## config.mk

```make
export PLATFORM = sky130hd
export DESIGN_NAME = ps2_scancode_receiver
export DESIGN_NICKNAME = d
export VERILOG_FILES = /design/src/rtl/ps2_pkg.sv /design/src/rtl/ps2_input_conditioner.sv /design/src/rtl/ps2_scancode_receiver.sv
export SDC_FILE = /design/constraint.sdc
export NUM_CORES = 1
export LEC_CHECK = 0
export ABC_AREA = 1
export ABC_CLOCK_PERIOD_IN_PS = 2100
export BUFFER_PORTS_ARGS = -buffer_cell sky130_fd_sc_hd__buf_2
export CORE_ASPECT_RATIO = 2
export CORE_UTILIZATION = 60
export DETAILED_ROUTE_END_ITERATION = 10
export GPL_ROUTABILITY_DRIVEN = 1
export GPL_TIMING_DRIVEN = 0
export PLACE_DENSITY_LB_ADDON = 0.25
export SYNTH_ARGS = -nofsm -noshare
export SYNTH_HDL_FRONTEND = slang
export SYNTH_SLANG_ARGS = --single-unit
```

## constraint.sdc

```tcl
create_clock -name clk -period 2.1 [get_ports clk]
set_clock_uncertainty 0.2 [all_clocks]
set_input_delay 0.42 -clock clk [delete_from_list [all_inputs] [get_ports clk]]
set_output_delay 0.42 -clock clk [all_outputs]
set_load 0.02 [all_outputs]
```

## src/rtl/ps2_pkg.sv

```systemverilog
// Shared constants and types for the PS/2 scancode receive path.
package ps2_pkg;

    localparam logic [7:0]  PS2_PREFIX_EXT = 8'hE0;
    localparam logic [7:0]  PS2_PREFIX_BRK = 8'hF0;
    localparam int unsigned PS2_FRAME_BITS = 11;

    // Bit positions of the prefix flags inside the 10-bit key event word.
    localparam int unsigned EVT_EXT_BIT = 9;
    localparam int unsigned EVT_BRK_BIT = 8;

    typedef enum logic [0:0] {
        StIdle,
        StRecv
    } frame_state_e;

    // Odd parity holds when data plus parity carry an odd number of ones.
    function automatic logic odd_parity_ok(input logic [8:0] bits);
        return ^bits;
    endfunction

endpackage

```

## src/rtl/ps2_input_conditioner.sv

```systemverilog
// Synchronizes the raw PS/2 pins, glitch-filters the clock and flags its falling edges.
module ps2_input_conditioner #(
    parameter int unsigned SYNC_STAGES = 2,
    parameter int unsigned FILTER_LEN  = 4
) (
    input  logic clk,
    input  logic reset,
    input  logic ps2_clk,
    input  logic ps2_data,
    output logic fall_evt,
    output logic data_s
);

    localparam int unsigned CW = $clog2(FILTER_LEN + 1);

    logic [SYNC_STAGES-1:0] clk_sync_q;
    logic [SYNC_STAGES-1:0] data_sync_q;
    logic [CW-1:0]          filt_cnt_q, filt_cnt_d;
    logic                   filt_q, filt_d;
    logic                   filt_prev_q;
    logic                   clk_s;

    assign clk_s  = clk_sync_q[SYNC_STAGES-1];
    assign data_s = data_sync_q[SYNC_STAGES-1];

    // Clock chain resets to the idle-high level so reset release cannot look like a fall.
    always_ff @(posedge clk or posedge reset) begin
        if (reset) begin
            clk_sync_q  <= '1;
            data_sync_q <= '0;
            filt_cnt_q  <= '0;
            filt_q      <= 1'b1;
            filt_prev_q <= 1'b1;
        end else begin
            clk_sync_q  <= {clk_sync_q[SYNC_STAGES-2:0], ps2_clk};
            data_sync_q <= {data_sync_q[SYNC_STAGES-2:0], ps2_data};
            filt_cnt_q  <= filt_cnt_d;
            filt_q      <= filt_d;
            filt_prev_q <= filt_q;
        end
    end

    always_comb begin
        filt_d     = filt_q;
        filt_cnt_d = '0;
        if (clk_s != filt_q) begin
            if (filt_cnt_q == CW'(FILTER_LEN - 1)) begin
                filt_d = clk_s;
            end else begin
                filt_cnt_d = filt_cnt_q + 1'b1;
            end
        end
    end

    assign fall_evt = filt_prev_q & ~filt_q;

endmodule

```

## src/rtl/ps2_scancode_receiver.sv

```systemverilog
// Deframes PS/2 device-to-host frames and folds E0/F0 prefixes into 10-bit key events.
module ps2_scancode_receiver
    import ps2_pkg::*;
#(
    parameter int unsigned SYNC_STAGES    = 2,
    parameter int unsigned FILTER_LEN     = 4,
    parameter int unsigned TIMEOUT_CYCLES = 200000
) (
    input  logic       clk,
    input  logic       reset,
    input  logic       ps2_clk,
    input  logic       ps2_data,
    output logic [9:0] data_out,
    output logic       ready,
    output logic       frame_err,
    output logic       busy
);

    localparam int unsigned     WD_W         = $clog2(TIMEOUT_CYCLES + 1);
    localparam logic [WD_W-1:0] WD_LAST      = WD_W'(TIMEOUT_CYCLES - 1);
    localparam logic [3:0]      BIT_CNT_LAST = 4'(PS2_FRAME_BITS - 1);

    logic fall_evt;
    logic data_s;

    ps2_input_conditioner #(
        .SYNC_STAGES (SYNC_STAGES),
        .FILTER_LEN  (FILTER_LEN)
    ) u_cond (
        .clk      (clk),
        .reset    (reset),
        .ps2_clk  (ps2_clk),
        .ps2_data (ps2_data),
        .fall_evt (fall_evt),
        .data_s   (data_s)
    );

    frame_state_e    state_q, state_d;
    logic [3:0]      bit_cnt_q, bit_cnt_d;
    logic [8:0]      shift_q, shift_d;
    logic [WD_W-1:0] wd_q, wd_d;
    logic            ext_q, ext_d;
    logic            brk_q, brk_d;
    logic [9:0]      data_q, data_d;
    logic            ready_q, ready_d;
    logic            err_q, err_d;

    always_ff @(posedge clk or posedge reset) begin
        if (reset) begin
            state_q   <= StIdle;
            bit_cnt_q <= '0;
            shift_q   <= '0;
            wd_q      <= '0;
            ext_q     <= 1'b0;
            brk_q     <= 1'b0;
            data_q    <= '0;
            ready_q   <= 1'b0;
            err_q     <= 1'b0;
        end else begin
            state_q   <= state_d;
            bit_cnt_q <= bit_cnt_d;
            shift_q   <= shift_d;
            wd_q      <= wd_d;
            ext_q     <= ext_d;
            brk_q     <= brk_d;
            data_q    <= data_d;
            ready_q   <= ready_d;
            err_q     <= err_d;
        end
    end

    always_comb begin
        state_d   = state_q;
        bit_cnt_d = bit_cnt_q;
        shift_d   = shift_q;
        wd_d      = wd_q;
        ext_d     = ext_q;
        brk_d     = brk_q;
        data_d    = data_q;
        ready_d   = 1'b0;
        err_d     = 1'b0;
        unique case (state_q)
            StIdle: begin
                wd_d = '0;
                // A start bit of 1 is line noise; drop it without flagging an error.
                if (fall_evt && !data_s) begin
                    state_d   = StRecv;
                    bit_cnt_d = 4'd1;
                end
            end
            StRecv: begin
                if (fall_evt) begin
                    wd_d = '0;
                    if (bit_cnt_q == BIT_CNT_LAST) begin
                        state_d   = StIdle;
                        bit_cnt_d = '0;
                        if (odd_parity_ok(shift_q) && data_s) begin
                            if (shift_q[7:0] == PS2_PREFIX_EXT) begin
                                ext_d = 1'b1;
                            end else if (shift_q[7:0] == PS2_PREFIX_BRK) begin
                                brk_d = 1'b1;
                            end else begin
                                data_d              = {2'b00, shift_q[7:0]};
                                data_d[EVT_EXT_BIT] = ext_q;
                                data_d[EVT_BRK_BIT] = brk_q;
                                ready_d             = 1'b1;
                                ext_d               = 1'b0;
                                brk_d               = 1'b0;
                            end
                        end else begin
                            err_d = 1'b1;
                            ext_d = 1'b0;
                            brk_d = 1'b0;
                        end
                    end else begin
                        shift_d   = {data_s, shift_q[8:1]};
                        bit_cnt_d = bit_cnt_q + 4'd1;
                    end
                end else if (wd_q == WD_LAST) begin
                    state_d   = StIdle;
                    bit_cnt_d = '0;
                    wd_d      = '0;
                    err_d     = 1'b1;
                    ext_d     = 1'b0;
                    brk_d     = 1'b0;
                end else begin
                    wd_d = wd_q + 1'b1;
                end
            end
            default: state_d = StIdle;
        endcase
    end

    assign data_out  = data_q;
    assign ready     = ready_q;
    assign frame_err = err_q;
    assign busy      = (bit_cnt_q != 4'd0);

endmodule
```

# Yosys cells after proc, flatten, opt, wreduce, memory -nomap -nowiden

Cells that the tools add are included.

Output and inout port bits: 13
Input port bits: 4
Flip-flop bits (word level): 55
Word-level logic and storage cells: 83

Add/subtract/negate cells: 3
Reductions and logical operators: 12
Bitwise gates (word level): 6
Multiplexer cells: 37
Equal/unequal tests: 11

Operators with widths:

| cell                    | number |
|---|---|
| $mux W18                | 2 |
| $pmux W18 S2            | 1 |
| $mux W1                 | 26 |
| $add A18 B1 Y18 const B | 1 |
| $eq A18 B18 Y1 const B  | 1 |
| $eq A8 B8 Y1 const B    | 2 |
| $mux W4                 | 4 |
| $reduce_xor A9 Y1       | 1 |
| $pmux W4 S2             | 1 |
| $reduce_and A4 Y1       | 2 |
| $mux W3                 | 2 |
| $reduce_and A6 Y1       | 1 |
| $not A1 Y1              | 5 |
| $add A4 B1 Y4 const B   | 1 |
| $eq A4 B4 Y1 const B    | 1 |
| $ne A4 B4 Y1 const B    | 1 |
| $reduce_and A2 Y1       | 2 |
| $reduce_bool A4 Y1      | 1 |
| $add A3 B1 Y3 const B   | 1 |
| $eq A3 B2 Y1 const B    | 1 |
| $ne A3 B2 Y1 const B    | 1 |
| $ne A3 B3 Y1 const B    | 1 |
| $reduce_and A3 Y1       | 1 |
| $logic_and A1 B1 Y1     | 2 |
| 7 further kinds         | 7 |

# Logic depth before layout (Yosys ltp)

Gate-level depths: netlist of the first run.

Depth in word-level cells: 7
Mapped depth: 13
Depth with buffers taken out: 13

# Hierarchy

Synthesis of the first run repeated with hierarchy kept, for this count alone.

Cell total of the unflattened synthesis: 321
Area, all modules: 2727.6 um2

By module, submodules not included:

| module                | cells each | area an instance (um2) | sequential area each (um2) | instances |
|---|---|---|---|---|
| ps2_scancode_receiver | 290        | 2399.8                 | 1151.1                     | 1 |
| ps2_input_conditioner | 31         | 327.8                  | 230.2                      | 1 |

# Least setup slack after synthesis of the first run

Ideal clock, no wire load.

Kind: flip-flop to flip-flop
Start point: register shift_q[4]
End point: register data_q[8] (netlist: data_out[8])
Setup time: 0.116 ns
Period minus slack after synthesis: 1.849 ns
Arrival time: 1.533 ns
Path slack: 0.251 ns
Required time: 1.784 ns
Cell stages (with the launch flop): 11
Path buffers: 1
Cell sequence: dfrtp_1 inv_1 ha_1 xor2_1 nand3_1 nand2_1 nor2_2 nand2_4 buf_6 nand2_1 nand2_1

Cells in the longest elaborated chain, start to end: 3
Elaborated cells between the ends (all ways): 7
Those cells by class: eq/ne: 2; bitwise: 2; reduce/logical: 3

Ends and longest elaborated chain:

| element                                                            | RTL line                     | source |
|---|---|---|
| start, declared                                                    | ps2_scancode_receiver.sv:40  | `logic [8:0] shift_q, shift_d;` |
| start signal, assigned                                             | ps2_scancode_receiver.sv:62  | `shift_q <= shift_d;` |
| $eq A8 B8 Y1 (tied with other cells)                               | ps2_scancode_receiver.sv:100 | `end else if (shift_q[7:0] == PS2_PREFIX_BRK) begin` |
| $not A1 Y1 (no line) / $logic_and A1 B1 Y1 (equally long branches) | -                            |  |
| $reduce_and A6 Y1 (no line) *                                      | -                            |  |
| end signal, assigned                                               | ps2_scancode_receiver.sv:66  | `data_q <= data_d;` |
| end, declared                                                      | ps2_scancode_receiver.sv:44  | `logic [9:0] data_q, data_d;` |

Mark *: on every way between the ends. The rest lies on a longest branch, timed or not.
A chain may end at the register's enable or synchronous reset.

# Worst setup path after layout of the first run

Start point: register shift_q[2]
End point: register data_q[8] (netlist: data_out[8])

Same word-level chain as after synthesis.

==> results of run 1 <==
## logic make-up after synthesis
group	after synthesis
AOI/OAI and AO/OA	32
xor gates and xnor gates	9
buffers and inverters	45
DFF	55
and+or+nand+nor	147
adders and majority gates	10
muxes	1
## stage by stage
step                utilization [%]  setup slack (ns)  cells  total power (uW)
CTS                            69.8            0.0184    379              3270
global route                   72.7           -0.0114    386              3680
detailed placement             66.6            0.0115    370              2520
global placement               66.1            -0.478    369              2480
finish                         72.7             0.119    386              3450
floorplan                         -             0.144    299              2260
## flip-flops by register name (all words and copies together), names as in the netlist, 2 cells and up
| signal | count |
|---|---|
| data_out | 10 |
| u_cond.data_sync_q | 2 |
| shift_q | 9 |
| wd_q | 18 |
| u_cond.clk_sync_q | 2 |
| bit_cnt_q | 4 |
| u_cond.filt_cnt_q | 3 |
## worst register-to-register path, stage by stage, from the launching register on
cell and delay, ns:
dfrtp_1 0.38, inv_2 0.06, ha_1 0.33, xor2_2 0.17, nand3_1 0.09, nand2_1 0.08, nor2_4 0.18, nand2_4 0.12
buf_8 0.16, nand2_1 0.05, nand2_1 0.05
## how the worst max path moves through the flow
stage | endpoint | cells after the start | slack (ns) | startpoint
after global routing | data_out[9] | 13 | -0.01 | shift_q[1]
final | data_out[8] | 10 | 0.12 | shift_q[2]
after global placement | bit_cnt_q[0] | 2 | -0.48 | reset
after floorplan | bit_cnt_q[0] | 1 | 0.14 | reset
after CTS | data_out[8] | 9 | 0.02 | shift_q[4]
after detailed placement | data_out[8] | 9 | 0.01 | shift_q[4]
## power groups by stage
stage                     clock network [uW]  registers, uW  logic (uW)
after detailed placement                   0           1410        1110
after CTS                                744           1390        1140
after floorplan                            0           1380         880
final                                    733           1400        1320
after global routing                     783           1420        1480
after global placement                     0           1400        1080
## timing repair
item                                    4_1_cts  5_1_grt
hold buffers                                  1        1
endpoints found under the setup margin        1       12
setup buffers                                 0        5
hold endpoints to repair                     12        1
resized for setup                             1       14
cloned                                        0        1
pin swaps                                     0        2
## final cells by class
class	count	area, um^2
inverter	41	156
timing repair buffer	25	186
clock buffer	6	82.6
sequential	55	1380
tap	54	67.6
buffer	4	35.0
fill	324	1180
clock inverter	2	38.8
multi-input combinational	199	1210
## cell usage after synthesis, drive strengths merged (2+ instances only)
cell | number | area [um^2]
nor3b | 4 | 45.1
buf | 4 | 31.3
dfrtp | 51 | 1280
dfstp | 4 | 105
inv | 41 | 156
nand4 | 7 | 43.8
a21oi | 7 | 35.0
nor3 | 8 | 55.1
nand2 | 64 | 258
o21ai | 20 | 130
nor2 | 42 | 195
xor2 | 6 | 52.6
nand3 | 20 | 120
o21a | 2 | 15.0
ha | 10 | 125
xnor2 | 3 | 26.3
## layer usage
layer | part of all wire [%] | up-vias
li1 | - | 1016
met1 | 37 | 978
met2 | 58 | 44
met3 | 2.1 | 15
met4 | 3.1 | 0
met5 | 0 | -
==> metrics.yaml, run 1 <==
finish:
  final_cell_area_um2: 3160
  n_antenna_cell: 0
  area_growth_pct: 15.9
  final_nets: 345
  drive_gt1_share_pct: 28.0
  final_common_cell: "nand2_1"
  final_cell_mix: "nand2_1 (58), dfrtp_1 (51), nor2_1 (33)"
critical_path:
  timing.rr.end: "data_out[8]"
  crit_required_ns: 2.10
  max_stage_delay_ns: 0.38
  crit_chain: "inv_2 -> ha_1 -> xor2_2 -> nand3_1 -> nand2_1 -> nor2_4 -> nand2_4 -> buf_8 -> nand2_1 -> nand2_1"
  startpoint_type: "register"
  r2r_start: "shift_q[2]"
  cp-end-kind: "register"
  worstPathMaxFanout: 8
  slowest_stage: "dfrtp_1"
  cpMostUsedCell: "nand2_1"
  cp.arrival_ns: 1.98
  reg2reg_depth: 10
  crit_family: "simple AND/OR/NAND/NOR gates"
  crit_buf_inv: 2
  worstSetupPathType: "register to register"
  reg2reg_setup_slack_ns: 0.12
sta:
  slew_headroom_pct: 75.6
  max_freq_mhz: 505
  period_needed_ns: 1.98
  slew_violations: 0
  hold_ws_ns: 0.0130
  finalSetupViolCount: 0
  worstMarginPinSlew_ns: 0.363
  fin_tns_setup_ns: 0
  period_share_pct: 94.4
  hold_viol: 0
route:
  drc_errors: 0
  avgRoutedWirePerCell_um: 13.4
  via_count: 2053
  routed_wl_um: 5180
  vias_per_cell: 5.32
  dr.pass1.iters: 5
  drt_iter0_markers: 61
  ant_nets: 0
global_routing:
  grt_first_pass_wirelength_um: 8760
  grt_pass1_vias: 2052
  grt_usage_pct: 23.6
  use_met1_pct: 24.6
  grt_overflow_total: 0
  met3_usage_pct: 2.82
  top_usage_layer: "met2"
  grt_max_degree: 43
  antenna_found_initial: 0
  met2_usage_pct: 43.8
power_and_ir_drop:
  p_leak_uw: 0.00153
  power.density_nw_per_um2: 1090
  p_int_uw: 2140
  switching_share_pct: 38.1
  peakVddDrop_mv: 0.994
  pwr-share-seq_pct: 40.5
  pwr-share-comb_pct: 38.2
  switching_power_uw: 1320
  clkPwrFrac_pct: 21.2
synth:
  synth_area_um2: 2720
  synth_fp_nets: 313
  synth_top_family_by_area: "simple AND/OR/NAND/NOR gates"
  yosys.area_share.simple_pct: 27.0
  synth_compound_area_share_pct: 7.44
  yosys_warnings: 0
  ys_ff_latch: 55
  synth-xor-area-share_pct: 2.90
  synth.area.mux_share_pct: 0.414
  synth_area_per_cell_um2: 9.11
  synthFlopType: "dfrtp_1"
  synth-adder-area-share_pct: 4.60
  netlist_instances: 299
  yosysUniqueCellTypes: 35
  synthArstFlopShare_pct: 100
  seq_area_frac_synth_pct: 50.7
  synth_edf_count: 0
floorplanning:
  std_cell_rows: 34
  die_x_um: 49.6
  dieArea_um2: 4830
  die_h_um: 97.3
  core_um2: 4340
  io_pins: 17
  start_util_pct: 62.7
placed_design:
  place_congestion: 0.804
  io_buffers: 16
  dp_hpwl_um: 3770
  postPlaceCellArea_um2: 2890
worst_hold_path:
  hp-start: "ps2_data"
  hold_class: "input port to register"
  worst_hold_path.endpoint: "u_cond.data_sync_q[0]"
  holdPathStages: 1
clock_tree:
  cts-htree-levels: 2
  clock_tree.buffer_depth: 2
  worstSkewPairLatency_ns: 0.31
  cts_sinks: 55
  cts_tree: "yes"
  path_clk_slew_ns: 0.10
  cts_root_buf: "clkbuf_8"
  cts-buffers-inserted: 5
run_status:
  run_status: "completed"
job:
  drv_cap: 0
(Power assumes the default switching activity.)
==> inputs of run 2 (changes only) <==
--- a/config.mk
+++ b/config.mk
@@ -8,7 +8,6 @@
 export ABC_AREA = 1
 export ABC_CLOCK_PERIOD_IN_PS = 2100
 export BUFFER_PORTS_ARGS = -buffer_cell sky130_fd_sc_hd__buf_2
-export CORE_ASPECT_RATIO = 2
 export CORE_UTILIZATION = 60
 export DETAILED_ROUTE_END_ITERATION = 10
 export GPL_ROUTABILITY_DRIVEN = 1
==> run 2 against run 1 <==
Non-clock buffer count decreased by 1. Global-route usage decreased by 2.2 points. Worst setup slack got worse by 0.018 ns. Critical endpoint unchanged. Largest power group unchanged.
==> metrics.yaml, run 2 (synthesis results as in run 1) <==
clock_tree:
  cts_sinks: 55  # unchanged
  cts_tree: "yes"
  cts_root_buf: "clkbuf_8"
  worstSkewPairLatency_ns: 0.32  # about the same
  cts-buffers-inserted: 5  # unchanged
  clock_tree.buffer_depth: 2  # unchanged
  cts-htree-levels: 2  # unchanged
  path_clk_slew_ns: 0.10  # about the same
route:
  via_count: 2039  # -0.68%
  drc_errors: 0  # unchanged
  avgRoutedWirePerCell_um: 12.3  # -8.3%
  dr.pass1.iters: 5  # unchanged
  routed_wl_um: 4710  # -9.0%
  vias_per_cell: 5.32  # about the same
  drt_iter0_markers: 97  # +59%
  ant_nets: 0  # unchanged
sta:
  slew_headroom_pct: 65.9  # -9.7 points
  worstMarginPinSlew_ns: 0.511  # +0.148 ns
  slew_violations: 0  # unchanged
  finalSetupViolCount: 0  # unchanged
  period_share_pct: 95.2  # +0.87 points
  max_freq_mhz: 500  # -0.91%
  hold_viol: 0  # unchanged
  period_needed_ns: 2.00  # +0.0182 ns
  fin_ws_ns: 0.100  # -0.0182 ns
power_and_ir_drop:
  peakVddDrop_mv: 0.544  # -45%
  p_leak_uw: 0.00151  # -1.2%
  total_power_uw: 3240  # -6.3%
  power.density_nw_per_um2: 1040  # -4.6%
floorplanning:
  io_pins: 17  # unchanged
  die_x_um: 69.4  # +40%
  core_um2: 4350  # +0.35%
  die_h_um: 69.4  # -29%
  start_util_pct: 62.5  # -0.22 points
  dieArea_um2: 4810  # -0.34%
  std_cell_rows: 24  # -29%
finish:
  largest_reg_flops: 18  # unchanged
  final_cell_mix: "nand2_1 (59), dfrtp_1 (51), nor2_1 (33)"
  n_antenna_cell: 0  # unchanged
  top_register: "wd_q"
  final_nets: 344  # -0.29%
  fin_cells: 383  # -0.78%
  nFillCells: 322  # -0.62%
  final_common_cell: "nand2_1"
  area_growth_pct: 13.8
  drive_gt1_share_pct: 24.8  # -3.2 points
job:
  drv_cap: 0  # unchanged
placed_design:
  dp_cells: 368  # -0.54%
  place_congestion: 0.837  # +4.1%
  dpl_worst_slack_ns: 0.0431  # +0.0316 ns
  dp_hpwl_um: 3340  # -11%
  io_buffers: 16  # unchanged
global_routing:
  antenna_found_initial: 0  # unchanged
  grt_first_pass_wirelength_um: 8190  # -6.5%
  grt_pass1_vias: 1864  # -9.2%
  grt_usage_pct: 21.4  # -2.2 points
  grt_max_degree: 34  # -21%
  grt_overflow_total: 0  # unchanged
critical_path:
  crit_required_ns: 2.12  # +0.02 ns
  cp.arrival_ns: 2.02  # +0.04 ns
  startpoint_type: "register"
  slowest_stage: "dfrtp_1"
  cpMostUsedCell: "nand2_1"
  worstPathMaxFanout: 10  # +2
  max_stage_delay_ns: 0.41  # +0.03 ns
  cp-end-kind: "register"
  reg2reg_setup_slack_ns: 0.10  # -0.02 ns
  crit_chain: "inv_2 -> ha_1 -> xor2_1 -> nand3_1 -> nand2_1 -> nor2_4 -> nand2_4 -> buf_12 -> nand2_1 -> nand2_1"
  worstSetupPathType: "register to register"
run_status:
  run_status: "completed"
worst_hold_path:
  hold_class: "register to register"
-- run 2: final cells by class --
cell class	instances	area (um^2)	share of cell area, %
Buffer	4	40.0	1.29
Clock buffer	6	72.6	2.34
Clock inverter	2	38.8	1.25
Inverter	41	156	5.05
Multi-Input combinational cell	199	1170	37.8
Sequential cell	55	1380	44.6
Tap cell	52	65.1	2.10
Timing Repair Buffer	24	173	5.57
-- run 2: worst max-delay path, delay by kind of cell (launching register included) --
family,cells,cell delay (ns)
buffers and inverters,2,0.24
DFF,1,0.41
and+or+nand+nor,6,0.57
xor gates and xnor gates,1,0.18
adders and majority gates,1,0.30
-- run 2: where the power goes --
group	switching [uW]	leakage, uW	total [uW]	internal, uW
sequential	140	0.000731	1390	1250
clock	342	0.0000558	703	361
combinational	737	0.000723	1140	407
-- run 2: per-stage QoR --
stage          instance area (um^2)  hold WS (ns)  TNS [ns]  util [%]
2_1_floorplan                  2720         0.131         0         -
3_3_place_gp                   2870         0.134    -25.51      65.9
3_5_place_dp                   2890         0.140         0      66.3
4_1_cts                        3020       0.00295         0      69.3
5_1_grt                        3100         0.167  -0.00131      71.1
6_report                       3100         0.156         0      71.1
-- run 2: path summary, 6_finish.rpt --
path,from,to,cells after the start
max,shift_q[4],data_out[8],10
min reg2reg,u_cond.data_sync_q[0],u_cond.data_sync_q[1],0
max reg2reg,shift_q[4],data_out[8],10
max in group asynchronous,reset,u_cond.clk_sync_q[0],4
min,u_cond.data_sync_q[0],u_cond.data_sync_q[1],0
min in group asynchronous,reset,bit_cnt_q[2],3
-- run 2: repair_timing --
action	CTS	global route
gates resized for setup	0	7
hold buffers	2	1
endpoints found under the hold margin	23	1
setup endpoints to repair	0	11
setup buffers	0	4
-- run 2: layer usage --
| layer | vias up | track usage, % | share of wire [%] | wire length (um) |
|---|---|---|---|---|
| li1 | 1014 | - | - | - |
| met1 | 973 | 28.9 | 47 | 2230 |
| met2 | 46 | 33.5 | 47 | 2220 |
| met3 | 6 | 5.38 | 4.3 | 204 |
| met4 | 0 | 7.94 | 1.3 | 62 |
| met5 | - | 0 | 0 | 0 |
==> inputs of run 3 (changes only) <==
--- a/config.mk
+++ b/config.mk
@@ -8,6 +8,7 @@
 export ABC_AREA = 1
 export ABC_CLOCK_PERIOD_IN_PS = 2100
 export BUFFER_PORTS_ARGS = -buffer_cell sky130_fd_sc_hd__buf_2
+export CORE_MARGIN = 2
 export CORE_UTILIZATION = 60
 export DETAILED_ROUTE_END_ITERATION = 10
 export GPL_ROUTABILITY_DRIVEN = 1
==> run 3 against run 2 <==
Clock-buffer cell count up 1. Clock power decreased by 14%. Flip-flop and latch count unchanged. Non-clock buffer count increased by 2. First-iteration DRC count up 8.2%. Design area grew 0.48%. Critical path depth is 1 higher. Critical endpoint is now ext_q. Combinational power increased by 11%. Power is 0.33% higher. Fmax is essentially flat. Final cell count increased by 0.52%. Wire length up 0.91%.
==> metrics.yaml, run 3 (synthesis results as in run 1) <==
job:
  drv_cap: 0  # unchanged
global_routing:
  grt_usage_pct: 20.4  # -0.99 points
  grt_first_pass_wirelength_um: 8250  # +0.67%
  grt_pass1_vias: 1851  # -0.70%
  grt_overflow_total: 0  # unchanged
  grt_max_degree: 37  # +8.8%
  antenna_found_initial: 0  # unchanged
finish:
  top_register: "wd_q"
  final_cell_area_um2: 3110  # +0.48%
  final_common_cell: "nand2_1"
  final_cell_mix: "nand2_1 (59), dfrtp_1 (51), nor2_1 (33)"
  multi_input_area_um2: 1190  # +1.4%
  final_util_pct: 71.5  # +0.34 points
  largest_reg_flops: 18  # unchanged
  seqCellArea_um2: 1380  # unchanged
  area_growth_pct: 14.3
  final_nets: 346  # +0.58%
  nFillCells: 341  # +5.9%
  drive_gt1_share_pct: 25.5  # +0.75 points
  n_antenna_cell: 0  # unchanged
floorplanning:
  die_h_um: 71.4  # +2.9%
  die_x_um: 71.4  # +2.9%
  dieArea_um2: 5090  # +5.9%
  io_pins: 17  # unchanged
  start_util_pct: 62.5  # unchanged
  std_cell_rows: 24  # unchanged
  core_um2: 4350  # unchanged
clock_tree:
  cts_tree: "yes"
  cts-buffers-inserted: 5  # unchanged
  cts_root_buf: "clkbuf_8"
  clock_tree.buffer_depth: 2  # unchanged
  worstSkewPairLatency_ns: 0.31  # about the same
  cts-htree-levels: 2  # unchanged
  cts_sinks: 55  # unchanged
  path_clk_slew_ns: 0.10  # about the same
critical_path:
  cp.arrival_ns: 2.06  # +0.04 ns
  worstPathMaxFanout: 3  # -7
  startpoint_type: "register"
  crit_required_ns: 2.16  # +0.04 ns
  cp-end-kind: "register"
  worstSetupPathType: "register to register"
route:
  drc_errors: 0  # unchanged
  via_count: 2012  # -1.3%
  routed_wl_um: 4750  # +0.91%
  drt_iter0_markers: 105  # +8.2%
  dr.pass1.iters: 4  # -1
  avgRoutedWirePerCell_um: 12.3  # +0.39%
  ant_nets: 0  # unchanged
  vias_per_cell: 5.23  # -1.8%
worst_hold_path:
  hold_class: "register to register"
sta:
  slew_headroom_pct: 70.6  # +4.7 points
  hold_viol: 0  # unchanged
  period_share_pct: 95.3  # about the same
  fin_ws_ns: 0.0992  # -0.00118 ns
  max_freq_mhz: 500  # about the same
  worstMarginPinSlew_ns: 0.441  # -0.0708 ns
  slew_violations: 0  # unchanged
  finalSetupViolCount: 0  # unchanged
  period_needed_ns: 2.00  # +0.00118 ns
  hold_ws_ns: 0.162  # +0.00595 ns
run_status:
  run_status: "completed"
power_and_ir_drop:
  power.density_nw_per_um2: 1040  # -0.15%
  peakVddDrop_mv: 0.607  # +11%
  p_leak_uw: 0.00152  # +0.46%
placed_design:
  dp_hpwl_um: 3430  # +2.7%
  place_congestion: 0.829  # -0.87%
  postPlaceCellArea_um2: 2890  # unchanged
  io_buffers: 16  # unchanged
  dpl_worst_slack_ns: 0.0478  # +0.00476 ns
## run 3: area by class of cell
| type | instances | share of cell area, % |
|---|---|---|
| flip-flops and latches | 55 | 44.4 |
| multi-input cells | 199 | 38.1 |
| repair buffers | 26 | 6.03 |
| inverters | 41 | 5.02 |
| clock buffers | 7 | 2.77 |
| well taps | 52 | 2.09 |
| plain buffers | 4 | 1.29 |
| clock inverters | 1 | 0.281 |
## run 3: report_power, final
part / switching (uW) / internal [uW]
Combinational: 792 / 464
Sequential: 138 / 1250
Clock: 333 / 271
Total: 1260 / 1980
## run 3: critical path: stages (launching register included)
cell     delay, ns
dfrtp_1       0.40
inv_1         0.14
ha_1          0.28
xor2_2        0.20
nand3_1       0.08
nand2_1       0.08
nor2_4        0.14
buf_4         0.13
nand2_1       0.04
inv_1         0.08
nand3_1       0.07
nand2_1       0.09
## run 3: path summary, 6_finish.rpt
path | startpoint | to | slack (ns) | depth (start not counted)
max | shift_q[4] | ext_q | 0.1 | 11
min | u_cond.clk_sync_q[0] | u_cond.clk_sync_q[1] | 0.16 | 0
max reg2reg | shift_q[4] | ext_q | 0.1 | 11
min reg2reg | u_cond.clk_sync_q[0] | u_cond.clk_sync_q[1] | 0.16 | 0
max in group asynchronous | reset | u_cond.clk_sync_q[0] | 0.67 | 4
min in group asynchronous | reset | bit_cnt_q[0] | 0.44 | 3
## run 3: metrics by stage
step	std cells	TNS, ns	total power, uW
finish	385	0	3250
CTS	378	0	3120
detailed placement	368	0	2500
global route	385	-0.127	3500
global placement	367	-25.85	2450
floorplan	299	0	2260
## run 3: metal layers
metal	share of wire, %	global-route usage (%)	routed length, um
met5	0	0	0
met4	1.2	5.24	55
met3	3.4	4.92	163
met2	48	32.4	2270
met1	48	28.6	2260
## run 3: what timing repair did
item	4_1_cts	5_1_grt
setup buffers	0	6
resized for setup	0	8
endpoints found under the setup margin	0	10
hold endpoints to repair	20	1
hold buffers	2	1
